## config.mk

```make
export PLATFORM = sky130hd
export DESIGN_NAME = fetch_ctrl_flat
export DESIGN_NICKNAME = d
export VERILOG_FILES = /design/src/rtl/fetch_pkg.sv /design/src/rtl/fetch_if.sv /design/src/rtl/fetch_redirect_mux.sv /design/src/rtl/fetch_ctrl.sv /design/src/flat_wrapper.sv
export SDC_FILE = /design/constraint.sdc
export NUM_CORES = 1
export LEC_CHECK = 0
export CORE_UTILIZATION = 42
export DETAILED_ROUTE_END_ITERATION = 12
export GPL_ROUTABILITY_DRIVEN = 0
export PLACE_DENSITY_LB_ADDON = 0.08
export SYNTH_ARGS = -nofsm -noshare
export SYNTH_HDL_FRONTEND = slang
export SYNTH_SLANG_ARGS = --single-unit
export TNS_END_PERCENT = 100
```

## constraint.sdc

```tcl
create_clock -name clk -period 5.8 [get_ports clk]
set_clock_uncertainty 0.15 [all_clocks]
set_input_delay 1.74 -clock clk [delete_from_list [all_inputs] [get_ports clk]]
set_output_delay 1.74 -clock clk [all_outputs]
set_load 0.005 [all_outputs]
```

## src/rtl/fetch_pkg.sv

```systemverilog
// fetch_pkg: shared types and constants for the fetch controller.
// Optional fetch timeout is enabled by FETCH_CTRL_TIMEOUT_EN.
package fetch_pkg;

  typedef enum logic [1:0] {
    BOOT  = 2'd0,
    FETCH = 2'd1,
    HOLD  = 2'd2
  } state_e;

  localparam logic [31:0] INSN_BYTES     = 32'd4;
  localparam logic [31:0] DEF_RESET_PC   = 32'h0000_0000;
  localparam logic [31:0] DEF_EXC_VECTOR = 32'h0000_0080;
  localparam logic [7:0]  TMO_LIMIT      = 8'd255;

endpackage

```

## src/rtl/fetch_if.sv

```systemverilog
// fetch_if: instruction memory level-request port.
// master = fetch side, slave = memory side.
interface fetch_if;

  logic        imem_req;
  logic [31:0] imem_addr;
  logic        imem_ack;
  logic [31:0] imem_rdata;

  modport master (
    output imem_req, imem_addr,
    input  imem_ack, imem_rdata
  );

  modport slave (
    input  imem_req, imem_addr,
    output imem_ack, imem_rdata
  );

endinterface

```

## src/rtl/fetch_redirect_mux.sv

```systemverilog
// fetch_redirect_mux: prioritised redirect select.
// exc beats jump, jump beats taken branch.
module fetch_redirect_mux
  import fetch_pkg::*;
#(
  parameter logic [31:0] EXC_VECTOR = DEF_EXC_VECTOR
) (
  input  logic        exc_i,
  input  logic        jump_i,
  input  logic        branch_taken_i,
  input  logic [31:0] jump_target_i,
  input  logic [31:0] branch_target_i,
  output logic        redirect_o,
  output logic [31:0] target_o
);

  // highest-priority request wins the target
  always_comb begin
    redirect_o = 1'b1;
    target_o   = '0;
    if (exc_i) begin
      target_o = EXC_VECTOR;
    end else if (jump_i) begin
      target_o = jump_target_i;
    end else if (branch_taken_i) begin
      target_o = branch_target_i;
    end else begin
      redirect_o = 1'b0;
    end
  end

endmodule

```

## src/rtl/fetch_ctrl.sv

```systemverilog
// fetch_ctrl: PC sequencing and instruction fetch handshake.
// FETCH_CTRL_TIMEOUT_EN adds a 255-cycle ack timeout with retry.
module fetch_ctrl
  import fetch_pkg::*;
#(
  parameter logic [31:0] RESET_PC   = DEF_RESET_PC,
  parameter logic [31:0] EXC_VECTOR = DEF_EXC_VECTOR
) (
  input  logic        clk,
  input  logic        reset,
  input  logic [31:0] pc,
  output logic        pc_write,
  output logic [31:0] next_pc,
  input  logic        stall,
  input  logic        exc,
  input  logic        jump,
  input  logic        branch_taken,
  input  logic [31:0] jump_target,
  input  logic [31:0] branch_target,
  fetch_if.master     imem,
  output logic        inst_valid,
  output logic [31:0] inst,
  output logic [31:0] inst_pc,
  output logic        fetch_err
);

  state_e      state_q, state_d;
  logic [31:0] addr_q, addr_d;
  logic        drop_q, drop_d;
  logic        outst_q, outst_d;
  logic        vld_q, vld_d;
  logic [31:0] inst_q, inst_d;
  logic [31:0] ipc_q, ipc_d;

  logic        mux_redir;
  logic [31:0] target;
  logic        redir;
  logic        gap;
  logic        req_c;
  logic        blocked;
  logic        acc;

  fetch_redirect_mux #(
    .EXC_VECTOR (EXC_VECTOR)
  ) u_mux (
    .exc_i           (exc),
    .jump_i          (jump),
    .branch_taken_i  (branch_taken),
    .jump_target_i   (jump_target),
    .branch_target_i (branch_target),
    .redirect_o      (mux_redir),
    .target_o        (target)
  );

  assign redir = mux_redir & (state_q != BOOT);

`ifdef FETCH_CTRL_TIMEOUT_EN
  logic [7:0] cnt_q, cnt_d;

  assign gap       = (cnt_q == TMO_LIMIT);
  assign fetch_err = gap;
  assign cnt_d     = (req_c & ~imem.imem_ack) ?
                     cnt_q + 8'd1 : '0;

  // unacknowledged request cycle counter
  always_ff @(posedge clk) begin
    if (reset) cnt_q <= '0;
    else       cnt_q <= cnt_d;
  end
`else
  assign gap       = 1'b0;
  assign fetch_err = 1'b0;
`endif

  // next state, PC update and fetch handshake
  always_comb begin
    state_d  = state_q;
    addr_d   = addr_q;
    drop_d   = drop_q;
    vld_d    = vld_q & stall;
    inst_d   = inst_q;
    ipc_d    = ipc_q;
    pc_write = 1'b0;
    next_pc  = pc;
    req_c    = 1'b0;
    blocked  = 1'b0;
    acc      = 1'b0;
    if (state_q == BOOT) begin
      pc_write = 1'b1;
      next_pc  = RESET_PC;
      addr_d   = RESET_PC;
      state_d  = FETCH;
    end else begin
      blocked = vld_q & stall;
      // a request already on the bus must be held
      req_c = ~gap & ~(blocked & ~outst_q);
      acc   = req_c & imem.imem_ack;
      if (acc) begin
        if (drop_q | redir) begin
          drop_d = 1'b0;
          addr_d = redir ? target : pc;
        end else if (!blocked) begin
          vld_d    = 1'b1;
          inst_d   = imem.imem_rdata;
          ipc_d    = addr_q;
          pc_write = 1'b1;
          next_pc  = pc + INSN_BYTES;
          addr_d   = pc + INSN_BYTES;
        end
      end else if (redir) begin
        if (req_c) drop_d = 1'b1;
        else       addr_d = target;
      end
      if (redir) begin
        pc_write = 1'b1;
        next_pc  = target;
        vld_d    = 1'b0;
      end
      state_d = (blocked & ~redir & ~(req_c & ~acc)) ?
                HOLD : FETCH;
    end
    if (reset) begin
      pc_write = 1'b0;
      req_c    = 1'b0;
    end
    outst_d = req_c & ~imem.imem_ack;
  end

  // state and fetch pipeline registers
  always_ff @(posedge clk) begin
    if (reset) begin
      state_q <= BOOT;
      addr_q  <= '0;
      drop_q  <= 1'b0;
      outst_q <= 1'b0;
      vld_q   <= 1'b0;
      inst_q  <= '0;
      ipc_q   <= '0;
    end else begin
      state_q <= state_d;
      addr_q  <= addr_d;
      drop_q  <= drop_d;
      outst_q <= outst_d;
      vld_q   <= vld_d;
      inst_q  <= inst_d;
      ipc_q   <= ipc_d;
    end
  end

  assign imem.imem_req  = req_c;
  assign imem.imem_addr = addr_q;
  assign inst_valid     = vld_q;
  assign inst           = inst_q;
  assign inst_pc        = ipc_q;

endmodule

```

## src/flat_wrapper.sv

```systemverilog
// flat-port wrapper written by rule: the top's interface ports become plain ports
module fetch_ctrl_flat import fetch_pkg::*;
#(
  parameter logic [31:0] RESET_PC   = DEF_RESET_PC,
  parameter logic [31:0] EXC_VECTOR = DEF_EXC_VECTOR
)
  (clk, reset, pc, pc_write, next_pc, stall, exc, jump, branch_taken, jump_target, branch_target, inst_valid, inst, inst_pc, fetch_err, imem_imem_req, imem_imem_addr, imem_imem_ack, imem_imem_rdata);
  fetch_if imem_i ();
  input  logic clk;
  input  logic reset;
  input  logic [31:0] pc;
  output logic pc_write;
  output logic [31:0] next_pc;
  input  logic stall;
  input  logic exc;
  input  logic jump;
  input  logic branch_taken;
  input  logic [31:0] jump_target;
  input  logic [31:0] branch_target;
  output logic inst_valid;
  output logic [31:0] inst;
  output logic [31:0] inst_pc;
  output logic fetch_err;
  output wire logic [$bits(imem_i.imem_req)-1:0] imem_imem_req;
  output wire logic [$bits(imem_i.imem_addr)-1:0] imem_imem_addr;
  input wire logic [$bits(imem_i.imem_ack)-1:0] imem_imem_ack;
  input wire logic [$bits(imem_i.imem_rdata)-1:0] imem_imem_rdata;
  assign imem_imem_req = imem_i.imem_req;
  assign imem_imem_addr = imem_i.imem_addr;
  assign imem_i.imem_ack = imem_imem_ack;
  assign imem_i.imem_rdata = imem_imem_rdata;
  fetch_ctrl #(.RESET_PC(RESET_PC), .EXC_VECTOR(EXC_VECTOR)) u_core (.clk(clk), .reset(reset), .pc(pc), .pc_write(pc_write), .next_pc(next_pc), .stall(stall), .exc(exc), .jump(jump), .branch_taken(branch_taken), .jump_target(jump_target), .branch_target(branch_target), .imem(imem_i), .inst_valid(inst_valid), .inst(inst), .inst_pc(inst_pc), .fetch_err(fetch_err));
endmodule
```

# Yosys cells after proc, flatten, opt, wreduce, memory -nomap -nowiden
# Index checks and enable logic that the tools add are counted.
[word_totals]
regBits = 101
inputBits = 135
out_inout_bits = 132
elab_cells = 73
[op_classes]
add_sub_neg = 1
n_eq_ne = 3
n_mux = 35
bitwise_logic = 18
n_reduce_logical = 8
[ops]
columns = ["op", "count"]
rows = [
  ["2-to-1 mux 32 bit", 14],
  ["adder 32 x 3 -> 32 bit (second input constant)", 1],
  ["2-to-1 mux 1 bit", 20],
  ["inverter 1 bit", 9],
  ["bitwise AND 1 bit", 8],
  ["AND reduction 4 bit", 2],
  ["nonzero test 2 bit", 3],
  ["inequality test 2 bit (second input constant)", 2],
  ["inequality test 3 bit (second input constant)", 1],
  ["AND reduction 3 bit", 1],
  ["zero test 2 bit", 1],
  ["2-to-1 mux 2 bit", 1],
  ["OR reduction 2 bit", 1],
  ["bitwise OR 1 bit", 1],
]

# Depth between registers and ports, before layout
# Gate-level depths: netlist of the first run.
[logic_depth]
ltp_word = 10
mapped_depth = 10
depth_no_buf = 6

# By module
# From an unflattened synthesis of the first run, not the netlist that was laid out.
[unflattened]
hier_cells = 859
hier_area_um2 = 6253.5
[by_module_without_submodules]
columns = ["module", "instances", "cells_per_inst", "area_per_inst_um2"]
rows = [
  ["fetch_ctrl", 1, 809, 5806.8],
  ["fetch_redirect_mux", 1, 50, 446.7],
]

# Worst setup path before layout of the first run
# OpenSTA, ideal clock, no wires.
[synth_timing]
kind = "input port to output port"
start = "in exc"
end = "out next_pc[17]"
t_arrival_ns = 3.576
t_required_ns = 3.910
path_slack_ns = 0.334
path_stages = 8
n_path_buf = 3
path_cell_list = "clkbuf_1 > o32a_1 > buf_6 > or3_1 > buf_2 > or4_1 > a21oi_1 > o21a_1"
[synth_between]
elab_chain_cells = 7
[synth_rtl]
columns = ["element", "line", "rtl"]
rows = [
  ["start: declaration", "flat_wrapper.sv:15", "input logic exc;"],
  ["2-to-1 mux 1 bit", "fetch_redirect_mux.sv:21", "if (exc_i) begin"],
  ["bitwise AND 1 bit", "fetch_ctrl.sv:55", "assign redir = mux_redir & (state_q != BOOT);"],
  ["bitwise OR 1 bit", "fetch_ctrl.sv:99", "if (drop_q | redir) begin"],
  ["2-to-1 mux 32 bit", "fetch_ctrl.sv:99", ""],
  ["2-to-1 mux 32 bit", "fetch_ctrl.sv:98", "if (acc) begin"],
  ["2-to-1 mux 32 bit (*)", "fetch_ctrl.sv:114", "if (redir) begin"],
  ["2-to-1 mux 32 bit (*)", "fetch_ctrl.sv:88", "if (state_q == BOOT) begin"],
  ["end: declaration", "flat_wrapper.sv:13", "output logic [31:0] next_pc;"],
]
# Every way passes the cells marked *; elsewhere a longest branch is shown, timed or not.

# Final worst setup path of the first run
[layout_timing]
start = "in pc[13]"
end = "out next_pc[31]"
[layout_between]
elab_chain_cells = 6
[layout_rtl]
columns = ["element", "line", "rtl"]
rows = [
  ["start: declaration", "flat_wrapper.sv:11", "input logic [31:0] pc;"],
  ["adder 32 x 3 -> 32 bit", "fetch_ctrl.sv:107", "next_pc = pc + INSN_BYTES;"],
  ["2-to-1 mux 32 bit", "fetch_ctrl.sv:102", "end else if (!blocked) begin"],
  ["2-to-1 mux 32 bit", "fetch_ctrl.sv:99", ""],
  ["2-to-1 mux 32 bit", "fetch_ctrl.sv:98", ""],
  ["2-to-1 mux 32 bit", "fetch_ctrl.sv:114", ""],
  ["2-to-1 mux 32 bit", "fetch_ctrl.sv:88", ""],
]
# No other way between the ends.

==> impl_metrics.csv, run 1 <==
group,metric,value,unit
outcome,status,"finished with violations",
outcome,failed_checks,"negative setup slack",
global_route,use_met1,43.6,%
cts,cts_buffers,9,
worst_setup_path,start_kind,"input pin",
global_route,grt_usage,32.8,%
timing,rsz0062_at_grt,"yes",
timing,setup_viol,1,
floorplanning,fp.coreArea,13500,um2
floorplanning,num_rows,42,
synth,seq_area_frac_synth,34.3,%
cts,h-tree-depth,3,
worst_setup_path,slowest_stage,"clkdlybuf4s50_1",
synth,syn_area_per_cell,7.30,um2
cts,clock_sinks,101,
placement,dp_hpwl,18000,um
power,swShare,28.9,%
detailed_routing,drt-initial-drc-count,868,
detailed_routing,totalWireLength,24200,um
global_route,grt_pass1_vias,6906,
power,p_per_area,180,nW/um2
global_route,grt_max_degree,65,
worst_setup_path,crit_top_cell,"clkdlybuf4s50_1",
synth,syn_inst,807,
finish,stdcell_count,1298,
timing,tightest_slew,0.849,ns
global_route,top_usage_layer,"met2",
min_path,holdCritPathClass,"register to register",
global_route,grt_pass1_wl,37100,um
global_route,globalRoute.totalOverflow,0,
finish,antenna_cells,0,
synth,synth_fp_nets,943,
floorplanning,ios,267,
cts,cts_hold_buf,0,
power,p_int,0.00124,W
detailed_routing,route.antenna.remaining_nets,0,
worst_setup_path,critPathBufInv,2,
global_route,met3_usage,7.17,%
worst_setup_path,critical_path_class,"input pin to output port",
synth,yosysUniqueCellTypes,61,
power,p_seq_share,41.4,%
timing,slew_headroom,42.9,%
timing,hold_violations,0,
detailed_routing,drcViolationCount,0,
detailed_routing,vias,7492,
worst_setup_path,cpPeakStageDelay,0.57,ns
worst_setup_path,cp_max_fo,5,
cts,cts_tree,"done",
run,cap_violations,0,
power,power.switching,0.000503,W
worst_setup_path,endpoint_kind,"output port",
synth,synth_area_leaders,"dfxtp_1, nand2_1, a21oi_1",
global_route,use_met2,52.0,%
placement,numPortBuffers,265,
synth,syn_area,5890,um2
synth,synth_most_common_cell,"nand2_1",
cts,clockBufferDepth,2,
timing,worst_slack,-0.105,ns
cts,clk_pin_slew,0.07,ns
power,p_leak,3.56,nW
placement,pre_cts_ws,-0.498,ns
finish,fin_nets,1253,
timing,max_freq,0.169,GHz
synth,synthFlopType,"dfxtp_1",
cts,cts_root_buffer,"clkbuf_16",
detailed_routing,vias_per_cell,5.77,
timing,finalMaxSlewViolations,0,
placement,placed_cells,1276,
floorplanning,die_w,120,um
global_route,antenna_found_initial,0,
worst_setup_path,arrival,4.01,ns
floorplanning,initial_utilization,43.8,%
floorplanning,die_area,14500,um2
timing,fin_crit_sh,102,%
finish,syn_to_final_growth,64.8,%
worst_setup_path,cp.required,3.91,ns
detailed_routing,wl_per_cell,18.6,um
synth,ys_top_cells_by_count,"nand2_1, dfxtp_1, a21oi_1, clkbuf_1, o21ai_0",
synth,synth_edf_count,0,
finish,drive_gt1_share,15.0,%
synth,ys_async_sr_fraction,0,%
cts,insertion_delay,0.36,ns
synth,synth_top_cell_area_share,34.3,%
timing,fin_crit,5.90,ns
power,clock_power_share,34.0,%
floorplanning,die_h,120,um
power,comb_power_share,24.7,%
synth,ys_ff_latch,101,
detailed_routing,dr.pass1.iters,8,
power,vdd_drop_max,0.141,mV
worst_setup_path,crit_family,"buffers and inverters",
synth,synth_warnings,0,
worst_setup_path,crit_path_cell_trace,"clkdlybuf4s50_1, nand4_1, or3_4, nor4_2, xnor2_1, o32ai_1, clkdlybuf4s50_1",
synth,synth_largest_area_cell,"dfxtp_1",
## state kept, by name, summed over array words and instances (netlist names)
register               cells
u_core.drop_q              1
u_core.inst               32
u_core.outst_q             1
u_core.state_q             2
u_core.inst_pc            32
u_core.imem.imem_addr     32
u_core.inst_valid          1
## placed cells by master (no fill, tap or decap), types with 5 or more instances in the layout
cell type / instances
o21ai_0: 33
nand2_1: 186
xnor2_1: 14
o211ai_1: 6
nor4_1: 13
a31oi_1: 5
dfxtp_1: 101
mux2i_1: 9
clkbuf_16: 9
a21oi_1: 92
nor3_2: 5
o21ai_1: 5
clkdlybuf4s50_1: 232
nor2_1: 33
buf_4: 96
o31a_1: 7
a22oi_1: 11
nor4_2: 5
dlygate4sd2_1: 17
and3_1: 8
inv_1: 5
mux2_2: 13
o221ai_1: 6
nand3_1: 26
dlymetal6s2s_1: 12
nand4_1: 22
nor3_1: 21
xor2_1: 23
o22ai_1: 9
## per-stage QoR
stage | total power (W) | hold WS (ns) | setup TNS [ns] | instance area, um2 | util, %
after global routing | 0.00180 | 0.318 | -0.141 | 9710 | 72.1
after floorplan | 0.000898 | 0.303 | 0 | 5890 | -
after detailed placement | 0.00115 | 0.296 | -7.94 | 9210 | 68.5
final | 0.00174 | 0.303 | -0.105 | 9710 | 72.1
after global placement | 0.00115 | 0.291 | -7.72 | 9210 | 68.5
after CTS | 0.00174 | 0.305 | -1.58 | 9600 | 71.4
## worst register-to-register path: stages, from the launching register on
cell and delay (ns):
dfxtp_1 0.45, o32a_1 0.22, buf_4 0.27, nor3_2 0.09, buf_4 0.18, buf_4 0.15, nand2_2 0.43, buf_4 0.46
nand2_1 0.11, a21oi_1 0.17
## what timing repair did
item | 4_1_cts | 5_1_grt
resized for setup | 42 | 30
endpoints found under the setup margin | 27 | 26
pin swaps | 7 | 3
setup buffers | 3 | 3
hold endpoints to repair | 0 | 0
## power by group through the flow
stage,Sequential [W],Combinational [W],Clock [W]
floorplan,0.000734,0.000164,0
global placement,0.000736,0.000415,0
detailed placement,0.000736,0.000416,0
CTS,0.000720,0.000419,0.000596
global route,0.000723,0.000454,0.000625
finish,0.000721,0.000430,0.000592
## final cells by class
class                           count  area, um2
Multi-Input combinational cell    633       3710
Clock buffer                       11        243
Inverter                            5       18.8
Fill cell                        1150       3750
Sequential cell                   101       2020
Tap cell                          176        220
Timing Repair Buffer              367       3450
Clock inverter                      5       43.8
## worst paths after layout
check / to / depth (start not counted) / slack (ns) / from
hold / removal: u_core.inst_pc[11]$_SDFFE_PP0P_ / 2 / 0.30 / u_core.inst_pc[11]$_SDFFE_PP0P_
setup reg to reg: u_core.inst_pc[30]$_SDFFE_PP0P_ / 9 / 3.04 / u_core.state_q[0]$_SDFF_PP0_
hold reg to reg: u_core.inst_pc[11]$_SDFFE_PP0P_ / 2 / 0.30 / u_core.inst_pc[11]$_SDFFE_PP0P_
setup / recovery: next_pc[31] / 7 / -0.10 / pc[13]
## layer usage
metal,vias up,wire [um]
li1,3516,-
met1,3432,9920
met4,0,756
met3,71,2550
met2,473,10900
met5,-,0
## cell families (layout without fill, tap and decap cells)
| kind of cell | count (synthesis) | in the layout | share of synthesized area (%) |
|---|---|---|---|
| flip-flops | 101 | 101 | 34.3 |
| AND/OR/NAND/NOR | 359 | 359 | 28.2 |
| other | 1 | 1 | 0.0637 |
| multiplexers | 22 | 22 | 4.01 |
| buffers and inverters | 73 | 388 | 5.33 |
| adder cells (fa/ha/maj) | 1 | 1 | 0.212 |
| AO/OA/AOI/OAI | 213 | 213 | 22.4 |
| XOR/XNOR | 37 | 37 | 5.50 |
(Power assumes the default switching activity.)
==> run 2: changes to the inputs <==
- CORE_UTILIZATION: 42 -> 38
- clock period: 5.8 -> 4.9 ns (I/O delays scaled with it)
==> run 2 against run 1 <==
Effect of this change:
- the flow now finishes without violations
- setup slack better by 0.12 ns
- global-route usage is 1.6 points lower
- flip-flop and latch count stayed put
- non-clock buffer count is 67 higher
- sequential power is 18% higher
- clock power is 19% higher
- design area is 5.7% higher
- critical path type unchanged
==> impl_metrics.csv, run 2 (same netlist as run 1, synthesis figures left out) <==
group,metric,value,unit
worst_setup_path,start_kind,"input pin",
worst_setup_path,cp_max_fo,7,
global_route,grt_usage,31.2,%
timing,fin_crit,4.89,ns
floorplanning,die_area,16000,um2
worst_setup_path,critical_path_class,"input pin to output port",
worst_setup_path,regToRegEndpoint,"u_core.imem.imem_addr[25]$_SDFFE_PP0P_",
worst_setup_path,crit_path_cell_trace,"buf_6, o32a_1, or3_4, buf_6, o31a_1, o21ai_1, a21oi_1, dlygate4sd2_1",
detailed_routing,dr.pass1.iters,5,
worst_setup_path,slowest_stage,"or3_4",
global_route,grt_pass1_wl,38900,um
placement,placed_cells,1321,
global_route,grt_pass1_vias,7288,
worst_setup_path,crit_top_cell,"buf_6",
finish,drive_gt1_share,23.4,%
power,vdd_drop_max,0.177,mV
cts,cts_hold_buf,0,
placement,placed_cell_area,9470,um2
worst_setup_path,cp.required,3.28,ns
floorplanning,num_rows,45,
detailed_routing,totalWireLength,25700,um
worst_setup_path,endpoint,"next_pc[26]",
worst_setup_path,crit_start,"exc",
timing,setup_viol,0,
cts,insertion_delay,0.36,ns
finish,final_util,67.7,%
worst_setup_path,r2r_start,"u_core.state_q[0]$_SDFF_PP0_",
power,p_per_area,205,nW/um2
timing,whs,0.302,ns
power,p_leak,3.92,nW
detailed_routing,drt-initial-drc-count,575,
finish,final_common_cell,"clkdlybuf4s50_1",
finish,final_cell_mix,"clkdlybuf4s50_1, nand2_1, buf_4",
detailed_routing,route.antenna.remaining_nets,0,
timing,finalMaxSlewViolations,0,
finish,syn_to_final_growth,74.2,%
floorplanning,initial_utilization,38.9,%
floorplanning,die_w,127,um
cts,cts_root_buffer,"clkbuf_16",
timing,hold_violations,0,
min_path,holdCritPathClass,"register to register",
floorplanning,die_h,127,um
cts,clk_pin_slew,0.07,ns
global_route,grt_max_degree,65,
global_route,globalRoute.totalOverflow,0,
worst_setup_path,endpoint_kind,"output port",
cts,cts_tree,"done",
timing,fin_crit_sh,99.8,%
worst_setup_path,cpPeakStageDelay,0.39,ns
floorplanning,ios,267,
placement,numPortBuffers,265,
cts,clockBufferDepth,2,
worst_setup_path,reg2reg_depth,10,
outcome,status,"finished, final reports clean",
placement,dp_hpwl,17800,um
detailed_routing,wl_per_cell,18.6,um
cts,h-tree-depth,3,
worst_setup_path,r2r_setup_slack,1.76,ns
timing,tightest_slew,0.779,ns
cts,clock_sinks,101,
timing,slew_headroom,47.7,%
cts,cts_buffers,9,
finish,stdcell_count,1378,
detailed_routing,vias_per_cell,5.70,
run,cap_violations,0,
global_route,antenna_found_initial,1,
worst_setup_path,arrival,3.27,ns
timing,rsz0062_at_grt,"yes",
detailed_routing,drcViolationCount,0,
timing,max_freq,0.205,GHz
detailed_routing,vias,7861,
min_path,hold_depth,2,
floorplanning,fp.coreArea,15100,um2
finish,fin_nets,1320,
finish,final_area,10300,um2
-- run 2: cell count changes in the layout (fill, tap and decap cells not counted), sizes merged --
cell and delta:
diode +1, buf +85, clkdlybuf4s15 +4, dlygate4sd2 +7
dlymetal6s2s -9, clkinv +2, clkdlybuf4s50 -30, clkbuf +8
-- run 2: worst min path at each step --
stage,from,end,slack (ns)
final,u_core.inst[3]$_SDFFE_PP0P_,u_core.inst[3]$_SDFFE_PP0P_,0.30
after global routing,u_core.inst[18]$_SDFFE_PP0P_,u_core.inst[18]$_SDFFE_PP0P_,0.32
after CTS,u_core.inst_pc[12]$_SDFFE_PP0P_,u_core.inst_pc[12]$_SDFFE_PP0P_,0.31
after detailed placement,u_core.inst_pc[15]$_SDFFE_PP0P_,u_core.inst_pc[15]$_SDFFE_PP0P_,0.30
after global placement,u_core.inst_pc[30]$_SDFFE_PP0P_,u_core.inst_pc[30]$_SDFFE_PP0P_,0.29
after floorplan,u_core.inst[0]$_SDFFE_PP0P_,u_core.inst[0]$_SDFFE_PP0P_,0.30
-- run 2: area by class of cell --
type | count | area, um2
fill | 1315 | 4890
timing repair buffer | 434 | 3870
sequential | 101 | 2020
inverter | 5 | 18.8
clock buffer | 9 | 225
multi-input combinational | 633 | 3830
antenna | 1 | 2.50
tap | 188 | 235
clock inverter | 7 | 50.0
-- run 2: report_power, final --
part	switching [W]	internal, W
clock network	0.000357	0.000348
registers	0.0000131	0.000838
logic	0.000260	0.000282
-- run 2: worst max-delay path: cells and delay by family --
kind | cells | cell delay [ns]
compound gates | 4 | 0.87
buf+inv | 3 | 0.53
simple gates | 1 | 0.39
-- run 2: what timing repair did --
| action | 4_1_cts | 5_1_grt |
|---|---|---|
| buffers inserted | 35 | 7 |
| gates resized for setup | 185 | 43 |
| pin swaps | 29 | 19 |
| setup endpoints to repair | 33 | 23 |
| endpoints found under the hold margin | 0 | 0 |
-- run 2: routing by layer --
metal	share of wire [%]	track usage [%]	routed length, um	vias up
li1	-	-	-	3652
met4	4.7	16.4	1200	0
met2	46	50.4	11700	523
met5	0	0	0	-
met3	9.5	6.83	2430	112
met1	40	38.9	10300	3574
-- run 2: through the flow --
step                setup WS (ns)  setup TNS [ns]  power, W
finish                     0.0119               0   0.00210
global placement           -0.887          -19.63   0.00138
floorplan                0.000737               0   0.00106
global route              -0.0481         -0.0764   0.00217
detailed placement         -0.895          -19.62   0.00138
CTS                     -0.000921       -0.000921   0.00209
==> run 3: changes to the inputs <==
- ABC_CLOCK_PERIOD_IN_PS: unset -> 4900
==> results of run 3 <==
The final DEF is identical to that of run 2; final timing and power are the same.
